## src/rtl/inst_assembler.sv

```systemverilog
`default_nettype none
// ---------------------------------------------------------------------------
// inst_assembler : RV32I field encoder with range checks, feeding an
// auto-incrementing instruction-memory write port.          rev 1.0
// ---------------------------------------------------------------------------
module inst_assembler #(
  parameter int ADDR_W = 8
) (
  input  logic              clk,
  input  logic              rst_n,
  input  logic              clear,
  input  logic              in_valid,
  output logic              in_ready,
  input  logic [6:0]        opcode,
  input  logic [4:0]        rd,
  input  logic [4:0]        rs1,
  input  logic [4:0]        rs2,
  input  logic [2:0]        funct3,
  input  logic [6:0]        funct7,
  input  logic [31:0]       imm,
  output logic              wr_en,
  input  logic              wr_ready,
  output logic [ADDR_W-1:0] wr_addr,
  output logic [31:0]       wr_data,
  output logic              err,
  output logic [2:0]        err_code,
  output logic              full,
  output logic [ADDR_W:0]   count
);

  localparam logic [6:0] OP_R      = 7'b0110011;
  localparam logic [6:0] OP_LOAD   = 7'b0000011;
  localparam logic [6:0] OP_IMM    = 7'b0010011;
  localparam logic [6:0] OP_JALR   = 7'b1100111;
  localparam logic [6:0] OP_STORE  = 7'b0100011;
  localparam logic [6:0] OP_BRANCH = 7'b1100011;
  localparam logic [6:0] OP_LUI    = 7'b0110111;
  localparam logic [6:0] OP_AUIPC  = 7'b0010111;
  localparam logic [6:0] OP_JAL    = 7'b1101111;

  localparam logic [2:0] ERR_NONE   = 3'd0;
  localparam logic [2:0] ERR_OPCODE = 3'd1;
  localparam logic [2:0] ERR_RANGE  = 3'd2;
  localparam logic [2:0] ERR_ALIGN  = 3'd3;
  localparam logic [2:0] ERR_SHIFT  = 3'd4;

  localparam logic [ADDR_W:0] CNT_ONE = {{ADDR_W{1'b0}}, 1'b1};

  logic        s1_valid;
  logic [6:0]  s1_opcode;
  logic [4:0]  s1_rd;
  logic [4:0]  s1_rs1;
  logic [4:0]  s1_rs2;
  logic [2:0]  s1_funct3;
  logic [6:0]  s1_funct7;
  logic [31:0] s1_imm;

  logic        s2_valid;
  logic        s2_drop;

  logic [31:0] enc_word;
  logic [2:0]  enc_code;
  logic        fits_i;
  logic        fits_b;
  logic        fits_j;
  logic        is_shift;

  logic        commit;
  logic        s2_free;
  logic        advance;
  logic        accept;

  assign fits_i   = ($signed(s1_imm) >= -32'sd2048) && ($signed(s1_imm) <= 32'sd2047);
  assign fits_b   = ($signed(s1_imm) >= -32'sd4096) && ($signed(s1_imm) <= 32'sd4094);
  assign fits_j   = ($signed(s1_imm) >= -32'sd1048576) && ($signed(s1_imm) <= 32'sd1048574);
  assign is_shift = (s1_funct3 == 3'b001) || (s1_funct3 == 3'b101);

  // Checks are ordered opcode, funct7, alignment, range; the first hit wins.
  always_comb begin
    enc_word = '0;
    enc_code = ERR_NONE;
    case (s1_opcode)
      OP_R: begin
        enc_word = {s1_funct7, s1_rs2, s1_rs1, s1_funct3, s1_rd, s1_opcode};
      end
      OP_LOAD, OP_IMM, OP_JALR: begin
        if ((s1_opcode == OP_IMM) && is_shift) begin
          enc_word = {s1_funct7, s1_imm[4:0], s1_rs1, s1_funct3, s1_rd, s1_opcode};
          if (!((s1_funct7 == 7'b0000000) ||
                ((s1_funct7 == 7'b0100000) && (s1_funct3 == 3'b101)))) begin
            enc_code = ERR_SHIFT;
          end else if (s1_imm[31:5] != '0) begin
            enc_code = ERR_RANGE;
          end
        end else begin
          enc_word = {s1_imm[11:0], s1_rs1, s1_funct3, s1_rd, s1_opcode};
          if (!fits_i) enc_code = ERR_RANGE;
        end
      end
      OP_STORE: begin
        enc_word = {s1_imm[11:5], s1_rs2, s1_rs1, s1_funct3, s1_imm[4:0], s1_opcode};
        if (!fits_i) enc_code = ERR_RANGE;
      end
      OP_BRANCH: begin
        enc_word = {s1_imm[12], s1_imm[10:5], s1_rs2, s1_rs1, s1_funct3,
                    s1_imm[4:1], s1_imm[11], s1_opcode};
        if (s1_imm[0])    enc_code = ERR_ALIGN;
        else if (!fits_b) enc_code = ERR_RANGE;
      end
      OP_LUI, OP_AUIPC: begin
        enc_word = {s1_imm[31:12], s1_rd, s1_opcode};
        if (s1_imm[11:0] != '0) enc_code = ERR_RANGE;
      end
      OP_JAL: begin
        enc_word = {s1_imm[20], s1_imm[10:1], s1_imm[11], s1_imm[19:12], s1_rd, s1_opcode};
        if (s1_imm[0])    enc_code = ERR_ALIGN;
        else if (!fits_j) enc_code = ERR_RANGE;
      end
      default: enc_code = ERR_OPCODE;
    endcase
  end

  // A dropped word never requests a write, so it frees stage 2 after one cycle.
  assign wr_en    = s2_valid && !s2_drop && !full;
  assign commit   = wr_en && wr_ready;
  assign s2_free  = !s2_valid || s2_drop || commit;
  assign advance  = s1_valid && s2_free;
  assign in_ready = !full && !clear && (!s1_valid || s2_free);
  assign accept   = in_valid && in_ready;

  always_ff @(posedge clk or negedge rst_n) begin
    if (!rst_n) begin
      s1_valid  <= 1'b0;
      s1_opcode <= '0;
      s1_rd     <= '0;
      s1_rs1    <= '0;
      s1_rs2    <= '0;
      s1_funct3 <= '0;
      s1_funct7 <= '0;
      s1_imm    <= '0;
      s2_valid  <= 1'b0;
      s2_drop   <= 1'b0;
      wr_data   <= '0;
      wr_addr   <= '0;
      err       <= 1'b0;
      err_code  <= ERR_NONE;
      full      <= 1'b0;
      count     <= '0;
    end else if (clear) begin
      s1_valid  <= 1'b0;
      s2_valid  <= 1'b0;
      s2_drop   <= 1'b0;
      wr_addr   <= '0;
      err       <= 1'b0;
      err_code  <= ERR_NONE;
      full      <= 1'b0;
      count     <= '0;
    end else begin
      if (accept) begin
        s1_opcode <= opcode;
        s1_rd     <= rd;
        s1_rs1    <= rs1;
        s1_rs2    <= rs2;
        s1_funct3 <= funct3;
        s1_funct7 <= funct7;
        s1_imm    <= imm;
      end
      s1_valid <= accept || (s1_valid && !advance);

      if (advance) begin
        s2_valid <= 1'b1;
        s2_drop  <= (enc_code != ERR_NONE);
        if (enc_code == ERR_NONE) begin
          wr_data <= enc_word;
        end else begin
          err <= 1'b1;
          if (err_code == ERR_NONE) err_code <= enc_code;
        end
      end else if (s2_free) begin
        s2_valid <= 1'b0;
        s2_drop  <= 1'b0;
      end

      // Address wraps to zero on the last slot and is then frozen by full.
      if (commit) begin
        count   <= count + CNT_ONE;
        wr_addr <= wr_addr + 1'b1;
        if (&wr_addr) full <= 1'b1;
      end
    end
  end

endmodule
`default_nettype wire

```

## config.mk

```make
export PLATFORM = sky130hd
export DESIGN_NAME = inst_assembler
export DESIGN_NICKNAME = d
export VERILOG_FILES = /design/src/rtl/inst_assembler.sv
export SDC_FILE = /design/constraint.sdc
export NUM_CORES = 1
export LEC_CHECK = 0
export BUFFER_PORTS_ARGS = -buffer_cell sky130_fd_sc_hd__buf_2
export CAP_MARGIN = 40
export CORE_ASPECT_RATIO = 1.4
export CORE_UTILIZATION = 40
export CTS_CLUSTER_DIAMETER = 150
export CTS_CLUSTER_SIZE = 25
export DETAILED_ROUTE_END_ITERATION = 6
export PLACE_DENSITY_LB_ADDON = 0.12
export SYNTH_ARGS = -nofsm -noshare
export SYNTH_HDL_FRONTEND = slang
export SYNTH_SLANG_ARGS = --single-unit
export TNS_END_PERCENT = 50
```

## constraint.sdc

```tcl
create_clock -name clk -period 2.3 [get_ports clk]
set_input_delay 0.23 -clock clk [delete_from_list [all_inputs] [get_ports clk]]
set_output_delay 0.23 -clock clk [all_outputs]
set_load 0.05 [all_outputs]
```

==> impl_metrics.csv, run 1 <==
group,metric,value,unit
clock_network,clk_pin_slew,0.05,ns
routing,drtAntennaViolNets,0,
pwr,power.density,863.6,mW/mm2
final_layout,diodes,0,
pwr,power.total,6.598,mW
yosys,postSynthCellCount,442,
final_layout,drive_gt1_share,50.08,%
sta,setup-tns-final,-8.391,ns
yosys,synth-seq-cells,121,
clock_network,cts_sinks,121,
sta,period_minus_slack,2.625,ns
pwr,peakVddDrop,0.0004978,V
yosys,syn-num-nets,513,
yosys,synth-edff-count,0,
final_layout,syn_to_final_growth,37.80,%
routing,drt-pass1-iter-count,5,
worst_hold_path,hold_class,"in -> reg",
die,io_pins,125,
global_routing,overflow,0,
placed_design,finalWeightedCongestion,0.9211,
yosys,yosys.area.top_type,"dfrtp_1",
sta,tightest_slew,0.5913,ns
die,initial_utilization,41.22,%
sta,fin_skew,0.01330,ns
clock_network,cts_root_buf,"clkbuf_16",
clock_network,clk_latency,0.41,ns
sta,max_clock_freq,381.0,MHz
yosys,avgSynthCellArea,12.54,um2
global_routing,grt_pass1_wl,23070,um
pwr,p_leak,3.804,nW
critical_path,crit_fanout,23,
clock_network,htreeDepth,4,
critical_path,path_class,"reg -> reg",
yosys,synth_area,0.005544,mm2
run,maxCapViolCount,0,
sta,slew_viol_final,0,
die,core_area,0.01345,mm2
clock_network,cts_tree,"done",
global_routing,grt_antenna_before_repair,0,
global_routing,grt_use_total,21.21,%
sta,maxSlewHeadroom,60.25,%
final_layout,nets,716,
die,fp-row-count,50,
routing,drt_iter0_markers,178,
yosys,synth.area.top_cells,"dfrtp_1 55%, mux2_2 14%, mux2_4 4.6%",
routing,num_vias,4314,
die,die_w,101.5,um
yosys,synth_common_cells,"121 x dfrtp_1, 67 x mux2_2, 24 x nor2_1",
sta,setup_slack,-0.3245,ns
clock_network,cts_setup_buffers,0,
sta,hold_violations,0,
clock_network,cts_made_buffers,17,
yosys,yosys_warnings,0,
clock_network,cts_buffer_depth,2,
global_routing,grt_start_max_net_pins,66,
yosys,ys_types,51,
sta,rsz0062_at_grt,"true",
yosys,synth.top_cell.area_share,54.62,%
yosys,ys.flop_type,"dfrtp_1",
sta,fin_crit_sh,114.1,%
critical_path,cp.arrival,2.91,ns
yosys,ys_async_sr_fraction,100.0,%
critical_path,critical_path.startpoint_type,"register",
global_routing,grt_pass1_vias,4611,
critical_path,end_kind,"register",
routing,remaining_drc_errors,0,
die,die_h,141.3,um
placed_design,io_buffers,124,
routing,drt_wl_total,14310,um
routing,vias_per_cell,5.142,
yosys,post-synth-top-count-cell,"dfrtp_1",
status,violations,"setup timing",
routing,avgRoutedWirePerCell,17.05,um
yosys,synth-seq-area-share,54.62,%
sta,final-setup-viol-count,34,
placed_design,dp_hpwl,10740,um
die,die_area,0.01434,mm2
status,status,"finished, violations left",
critical_path,required,2.59,ns
path summary, 6_finish.rpt:
path,start,to,slack (ns),cells past startpoint
setup reg to reg,s1_imm[29],wr_data[11],-0.32,8
min in group asynchronous,rst_n,count[4],0.24,2
hold reg to reg,wr_data[0],wr_data[0],0.48,1
hold / removal,funct7[5],s1_funct7[5],0.05,2
max in group asynchronous,rst_n,wr_data[23],1.39,3
setup / recovery,s1_imm[29],wr_data[11],-0.32,8
final cells by class:
class | instances | area, um2
timing repair buffer | 204 | 1274
clock inverter | 7 | 115.1
multi-input combinational | 284 | 2440
clock buffer | 24 | 491.7
inverter | 17 | 63.81
fill | 1183 | 5811
sequential | 121 | 3028
tap | 182 | 227.7
cell families (layout without fill, tap and decap cells):
logic type / Yosys count / in the layout / synth area share, %
flops: 121 / 121 / 54.62
simple gates: 109 / 109 / 10.70
mux: 97 / 97 / 20.56
compound gates: 65 / 65 / 9.140
buf+inv: 37 / 252 / 2.798
xor+xnor: 11 / 11 / 1.738
fa+ha+maj: 2 / 2 / 0.4513
per-layer routing:
metal	vias up	wire (um)	GRT usage [%]
met5	-	0	0
met3	18	583	5.074
met1	2141	5949	24.87
met4	0	226	8.848
met2	106	7546	36.66
li1	2049	-	-
repair_timing:
item,CTS,global route
gates resized for setup,6,2
hold buffers,1,0
endpoints found under the hold margin,16,0
setup endpoints to repair,34,34
pin swaps,1,0
flip-flops by register name, summed over array words and instances (netlist names):
signal	cells
wr_addr	8
s1_funct3	3
s2_drop	1
s1_rd	5
s1_rs2	5
s1_opcode	7
s1_funct7	7
s1_imm	32
err	1
s2_valid	1
s1_rs1	5
count	9
err_code	3
wr_data	32
s1_valid	1
full	1
placed cells by master, fill, tap and decap left out, types with 10 or more instances in the layout:
master	instances
buf_2	124
mux2_4	17
buf_4	75
a222oi_1	10
nand2_1	20
clkbuf_16	17
mux2i_1	13
inv_1	17
dfrtp_1	121
a22o_1	14
mux2_2	67
nor2_1	24
nand4_1	12
worst max-delay path, stage by stage, from the launching register on:
cell	delay [ns]
dfrtp_1	0.38
nor4_1	0.27
buf_4	0.16
nand4_1	0.14
or4_4	0.56
a211oi_4	0.30
nand4b_4	0.17
buf_12	0.21
mux2_4	0.30
power breakdown:
part | internal, mW | switching (mW)
combinational | 0.564 | 0.756
clock | 1.81 | 0.903
sequential | 2.39 | 0.173
total | 4.77 | 1.83
through the flow:
| stage | setup WS (ns) | std cells | utilization [%] | hold slack (ns) | instance area, um2 |
|---|---|---|---|---|---|
| after global placement | -0.2899 | 806 | 51.74 | 0.1174 | 6959 |
| final | -0.3245 | 839 | 56.80 | 0.04587 | 7640 |
| after detailed placement | -0.3509 | 807 | 51.78 | 0.1207 | 6964 |
| after floorplan | -0.2246 | 442 | - | -0.06559 | 5555 |
| after global routing | -0.3960 | 839 | 56.80 | 0.03413 | 7640 |
| after CTS | -0.3267 | 839 | 56.67 | 0.03445 | 7622 |
No activity file was read; power rests on OpenSTA's default activity.
==> run 2, diff against run 1 <==
--- a/config.mk
+++ b/config.mk
@@ -9,6 +9,7 @@
 export CAP_MARGIN = 40
 export CORE_ASPECT_RATIO = 1.4
 export CORE_UTILIZATION = 40
+export CTS_BUF_LIST = sky130_fd_sc_hd__clkbuf_4
 export CTS_CLUSTER_DIAMETER = 150
 export CTS_CLUSTER_SIZE = 25
 export DETAILED_ROUTE_END_ITERATION = 6
==> run 2 against run 1 <==
Net effect:
- the run still ends with setup timing left
- first-iteration DRC count shrank 9.0%
- cell count grew 8.0%
- sequential power is essentially flat
- die area is the same
- clock skew grew 0.0065 ns
==> impl_metrics.csv, run 2 (synthesis results as in run 1) <==
group,metric,value,unit
die,die_area,0.01434,mm2
die,core_area,0.01345,mm2
sta,setup_slack,-0.3287,ns
die,fp-row-count,50,
routing,drt_iter0_markers,162,
status,violations,"setup timing",
pwr,p_leak,3.938,nW
sta,final-setup-viol-count,34,
routing,drt-pass1-iter-count,7,
placed_design,io_buffers,124,
sta,maxSlewHeadroom,59.16,%
final_layout,final_cell_mix,"124 x buf_2, 121 x dfrtp_1, 75 x buf_4",
placed_design,place_area,0.006964,mm2
critical_path,slowest_stage,"or4_4",
run,maxCapViolCount,0,
die,initial_utilization,41.22,%
clock_network,cts_tree,"done",
final_layout,nets,782,
routing,drt_wl_total,14950,um
sta,hold_violations,0,
final_layout,finalInstanceArea,0.007978,mm2
routing,avgRoutedWirePerCell,16.50,um
critical_path,required,2.70,ns
clock_network,cts_root_buf,"clkbuf_4",
final_layout,reg_top3,"s1_imm: 32 flops, wr_data: 32 flops, count: 9 flops",
clock_network,clk_pin_slew,0.11,ns
sta,setup-tns-final,-8.473,ns
clock_network,cts_made_buffers,17,
critical_path,path_class,"reg -> reg",
clock_network,cts_buffer_depth,2,
status,status,"finished, violations left",
routing,num_vias,4617,
final_layout,syn_to_final_growth,43.90,%
final_layout,utilization,59.31,%
die,die_w,101.5,um
placed_design,finalWeightedCongestion,0.9211,
worst_hold_path,hold_class,"in -> async",
pwr,power.total,5.499,mW
critical_path,end_kind,"register",
sta,period_minus_slack,2.629,ns
pwr,power.density,689.3,mW/mm2
global_routing,grt_start_max_net_pins,66,
critical_path,cpPeakStageDelay,0.55,ns
clock_network,cts_sinks,121,
critical_path,crit_chain,"or4_4 > or4_1 > a311oi_4 > nand4b_4 > buf_12 > mux2_4",
final_layout,drive_gt1_share,45.50,%
global_routing,grt_use_total,21.85,%
critical_path,crit_fanout,23,
routing,remaining_drc_errors,0,
global_routing,grt_pass1_wl,23900,um
clock_network,clk_latency,0.52,ns
global_routing,overflow,0,
sta,fin_skew,0.01977,ns
sta,fin_crit_sh,114.3,%
placed_design,dp_hpwl,10740,um
final_layout,fill_cells,1160,
global_routing,grt_antenna_before_repair,1,
final_layout,layout_commonest_cell,"buf_2",
sta,rsz0062_at_grt,"true",
critical_path,cp.arrival,3.02,ns
global_routing,grt_pass1_vias,4931,
clock_network,htreeDepth,4,
pwr,peakVddDrop,0.0005002,V
critical_path,critical_path.startpoint_type,"register",
die,io_pins,125,
routing,vias_per_cell,5.096,
sta,slew_viol_final,0,
sta,max_clock_freq,380.4,MHz
die,die_h,141.3,um
routing,drtAntennaViolNets,0,
sta,tightest_slew,0.6074,ns
## run 2: power breakdown
group	internal (mW)	switching, mW
Clock	0.766	0.760
Sequential	2.39	0.175
Combinational	0.640	0.773
## run 2: path summary, 6_finish.rpt
check | from | endpoint | slack [ns] | cells past startpoint
worst min register to register | wr_data[0] | wr_data[0] | 0.48 | 1
worst max register to register | s1_imm[21] | wr_data[11] | -0.33 | 6
worst min-delay path | rst_n | count[4] | 0.11 | 2
min in group clk | in_valid | s1_valid | 0.24 | 4
worst max-delay path | s1_imm[21] | wr_data[11] | -0.33 | 6
max in group asynchronous | rst_n | wr_data[23] | 1.51 | 3
## run 2: routing by layer
| metal | vias to the layer above | global-route usage [%] | share of wire [%] |
|---|---|---|---|
| met5 | - | 0 | 0 |
| met4 | 0 | 8.772 | 1.8 |
| met3 | 23 | 4.532 | 3.3 |
| met2 | 127 | 39.26 | 54 |
| met1 | 2286 | 24.86 | 41 |
| li1 | 2181 | - | - |
## run 2: repair_timing
| action | in CTS | in global routing |
|---|---|---|
| hold endpoints to repair | 193 | 0 |
| setup buffers | 1 | 0 |
| pin swaps | 0 | 1 |
| resized for setup | 3 | 6 |
| setup endpoints to repair | 34 | 35 |
| hold buffers | 66 | 0 |
## run 2: stage by stage
stage | hold slack [ns] | setup WS, ns | cells
3_3_place_gp | 0.1174 | -0.2899 | 806
2_1_floorplan | -0.06559 | -0.2246 | 442
4_1_cts | 0.08331 | -0.3342 | 905
5_1_grt | 0.1012 | -0.4135 | 906
6_report | 0.1134 | -0.3287 | 906
3_5_place_dp | 0.1207 | -0.3509 | 807
## run 2: final cells by class
| class | instances | area (um2) | share of cell area [%] |
|---|---|---|---|
| multi-input combinational | 284 | 2440 | 30.58 |
| sequential | 121 | 3028 | 37.95 |
| antenna | 1 | 2.502 | 0.03137 |
| clock inverter | 11 | 130.1 | 1.631 |
| clock buffer | 20 | 150.1 | 1.882 |
| inverter | 17 | 63.81 | 0.7999 |
| tap | 182 | 227.7 | 2.854 |
| timing repair buffer | 270 | 1936 | 24.26 |
## run 2: worst max-delay path: cells and delay by family (launching register included)
kind,cells,cell delay [ns]
AND/OR/NAND/NOR,3,1.26
flip-flops,1,0.40
AO/OA/AOI/OAI,1,0.32
multiplexers,1,0.30
buffers and inverters,1,0.21
==> run 3, diff against run 2 <==
--- a/config.mk
+++ b/config.mk
@@ -13,6 +13,7 @@
 export CTS_CLUSTER_DIAMETER = 150
 export CTS_CLUSTER_SIZE = 25
 export DETAILED_ROUTE_END_ITERATION = 6
+export HOLD_SLACK_MARGIN = 0.15
 export PLACE_DENSITY_LB_ADDON = 0.12
 export SYNTH_ARGS = -nofsm -noshare
 export SYNTH_HDL_FRONTEND = slang
==> run 3 against run 2 <==
Net effect:
- the flow still finishes with violations (setup timing)
- highest routed layer unchanged
- first-iteration DRC count down 4.9%
- clock power about the same
- die area unchanged
==> impl_metrics.csv, run 3 (synthesis results as in run 1) <==
group,metric,value,unit
status,status,"finished, violations left",
status,violations,"setup timing",
sta,final-setup-viol-count,34,
routing,remaining_drc_errors,0,
die,die_area,0.01434,mm2
critical_path,required,2.69,ns
critical_path,cpPeakStageDelay,0.55,ns
worst_hold_path,hold_class,"in -> reg",
final_layout,fill_cells,1162,
clock_network,cts_root_buf,"clkbuf_4",
clock_network,htreeDepth,4,
pwr,p_leak,3.943,nW
pwr,peakVddDrop,0.0004995,V
final_layout,finalInstanceArea,0.007988,mm2
routing,num_vias,4603,
run,maxCapViolCount,0,
clock_network,cts_tree,"done",
clock_network,cts_buffer_depth,2,
routing,avgRoutedWirePerCell,16.53,um
sta,slew_viol_final,0,
clock_network,clk_latency,0.51,ns
final_layout,layout_commonest_cell,"buf_2",
final_layout,nets,783,
global_routing,grt_pass1_vias,4940,
final_layout,multi_input_area,0.002440,mm2
final_layout,syn_to_final_growth,44.08,%
sta,holdWs,0.2375,ns
sta,setup_slack,-0.3270,ns
global_routing,grt_start_max_net_pins,66,
routing,drt_iter0_markers,154,
die,die_h,141.3,um
sta,setup-tns-final,-8.397,ns
sta,hold_violations,0,
critical_path,crit_fanout,23,
routing,drtAntennaViolNets,0,
pwr,power.density,688.2,mW/mm2
global_routing,overflow,0,
final_layout,final_cell_mix,"124 x buf_2, 121 x dfrtp_1, 75 x buf_4",
routing,drt-pass1-iter-count,5,
final_layout,seqCellArea,0.003028,mm2
global_routing,grt_pass1_wl,24010,um
die,io_pins,125,
placed_design,dp_hpwl,10740,um
placed_design,place_ws,-0.3509,ns
die,fp-row-count,50,
placed_design,finalWeightedCongestion,0.9211,
sta,period_minus_slack,2.627,ns
critical_path,end_kind,"register",
critical_path,cp.arrival,3.02,ns
critical_path,r2r_slack,-0.33,ns
global_routing,grt_antenna_before_repair,1,
critical_path,slowest_stage,"or4_4",
clock_network,cts_made_buffers,17,
critical_path,critical_path.startpoint_type,"register",
sta,max_clock_freq,380.7,MHz
critical_path,path_class,"reg -> reg",
routing,vias_per_cell,5.075,
placed_design,dp.cells,807,
die,die_w,101.5,um
sta,maxSlewHeadroom,52.16,%
clock_network,clk_pin_slew,0.11,ns
die,initial_utilization,41.22,%
final_layout,stdcell_count,907,
critical_path,crit_chain,"or4_4 > or4_1 > a311oi_4 > nand4b_4 > buf_12 > mux2_4",
routing,drt_wl_total,14990,um
final_layout,utilization,59.39,%
final_layout,reg_top3,"s1_imm: 32 flops, wr_data: 32 flops, count: 9 flops",
placed_design,place_area,0.006964,mm2
sta,tightest_slew,0.7153,ns
sta,rsz0062_at_grt,"true",
die,core_area,0.01345,mm2
global_routing,grt_use_total,21.97,%
sta,fin_crit_sh,114.2,%
clock_network,cts_sinks,121,
final_layout,drive_gt1_share,45.44,%
sta,fin_skew,0.01944,ns
placed_design,io_buffers,124,
pwr,power.total,5.497,mW
-- run 3: power by group --
part           switching [mW]  internal, mW
combinational           0.773         0.641
clock                   0.756         0.766
sequential              0.175          2.39
-- run 3: critical path, delay by kind of cell (launching register included) --
| family | cells | cell delay [ns] |
|---|---|---|
| buf+inv | 1 | 0.21 |
| mux | 1 | 0.30 |
| simple gates | 3 | 1.26 |
| compound gates | 1 | 0.32 |
| flops | 1 | 0.40 |
-- run 3: worst paths after layout --
| kind | cells past startpoint | start | end |
|---|---|---|---|
| hold reg to reg | 1 | wr_data[0] | wr_data[0] |
| min in group asynchronous | 3 | rst_n | wr_addr[5] |
| setup / recovery | 6 | s1_imm[21] | wr_data[11] |
| hold / removal | 4 | in_valid | s1_valid |
| max in group asynchronous | 3 | rst_n | count[0] |
| setup reg to reg | 6 | s1_imm[21] | wr_data[11] |
-- run 3: what timing repair did --
action | in CTS | in global routing
setup buffers | 1 | 0
pin swaps | 0 | 1
resized for setup | 3 | 6
hold buffers | 67 | 0
hold endpoints to repair | 193 | 0
endpoints found under the setup margin | 34 | 35
-- run 3: metal layers --
metal | vias to the layer above | global-route usage [%] | wire length, um
met2 | 133 | 39.51 | 8124
met5 | - | 0 | 0
met4 | 0 | 8.772 | 242
met1 | 2273 | 24.99 | 6131
li1 | 2179 | - | -
met3 | 18 | 4.532 | 490
-- run 3: cell type report --
cell class / instances / share of cell area (%)
sequential: 121 / 37.91
multi-input combinational: 284 / 30.55
timing repair buffer: 271 / 24.36
tap: 182 / 2.851
clock buffer: 20 / 1.880
clock inverter: 11 / 1.629
inverter: 17 / 0.7989
antenna: 1 / 0.03133
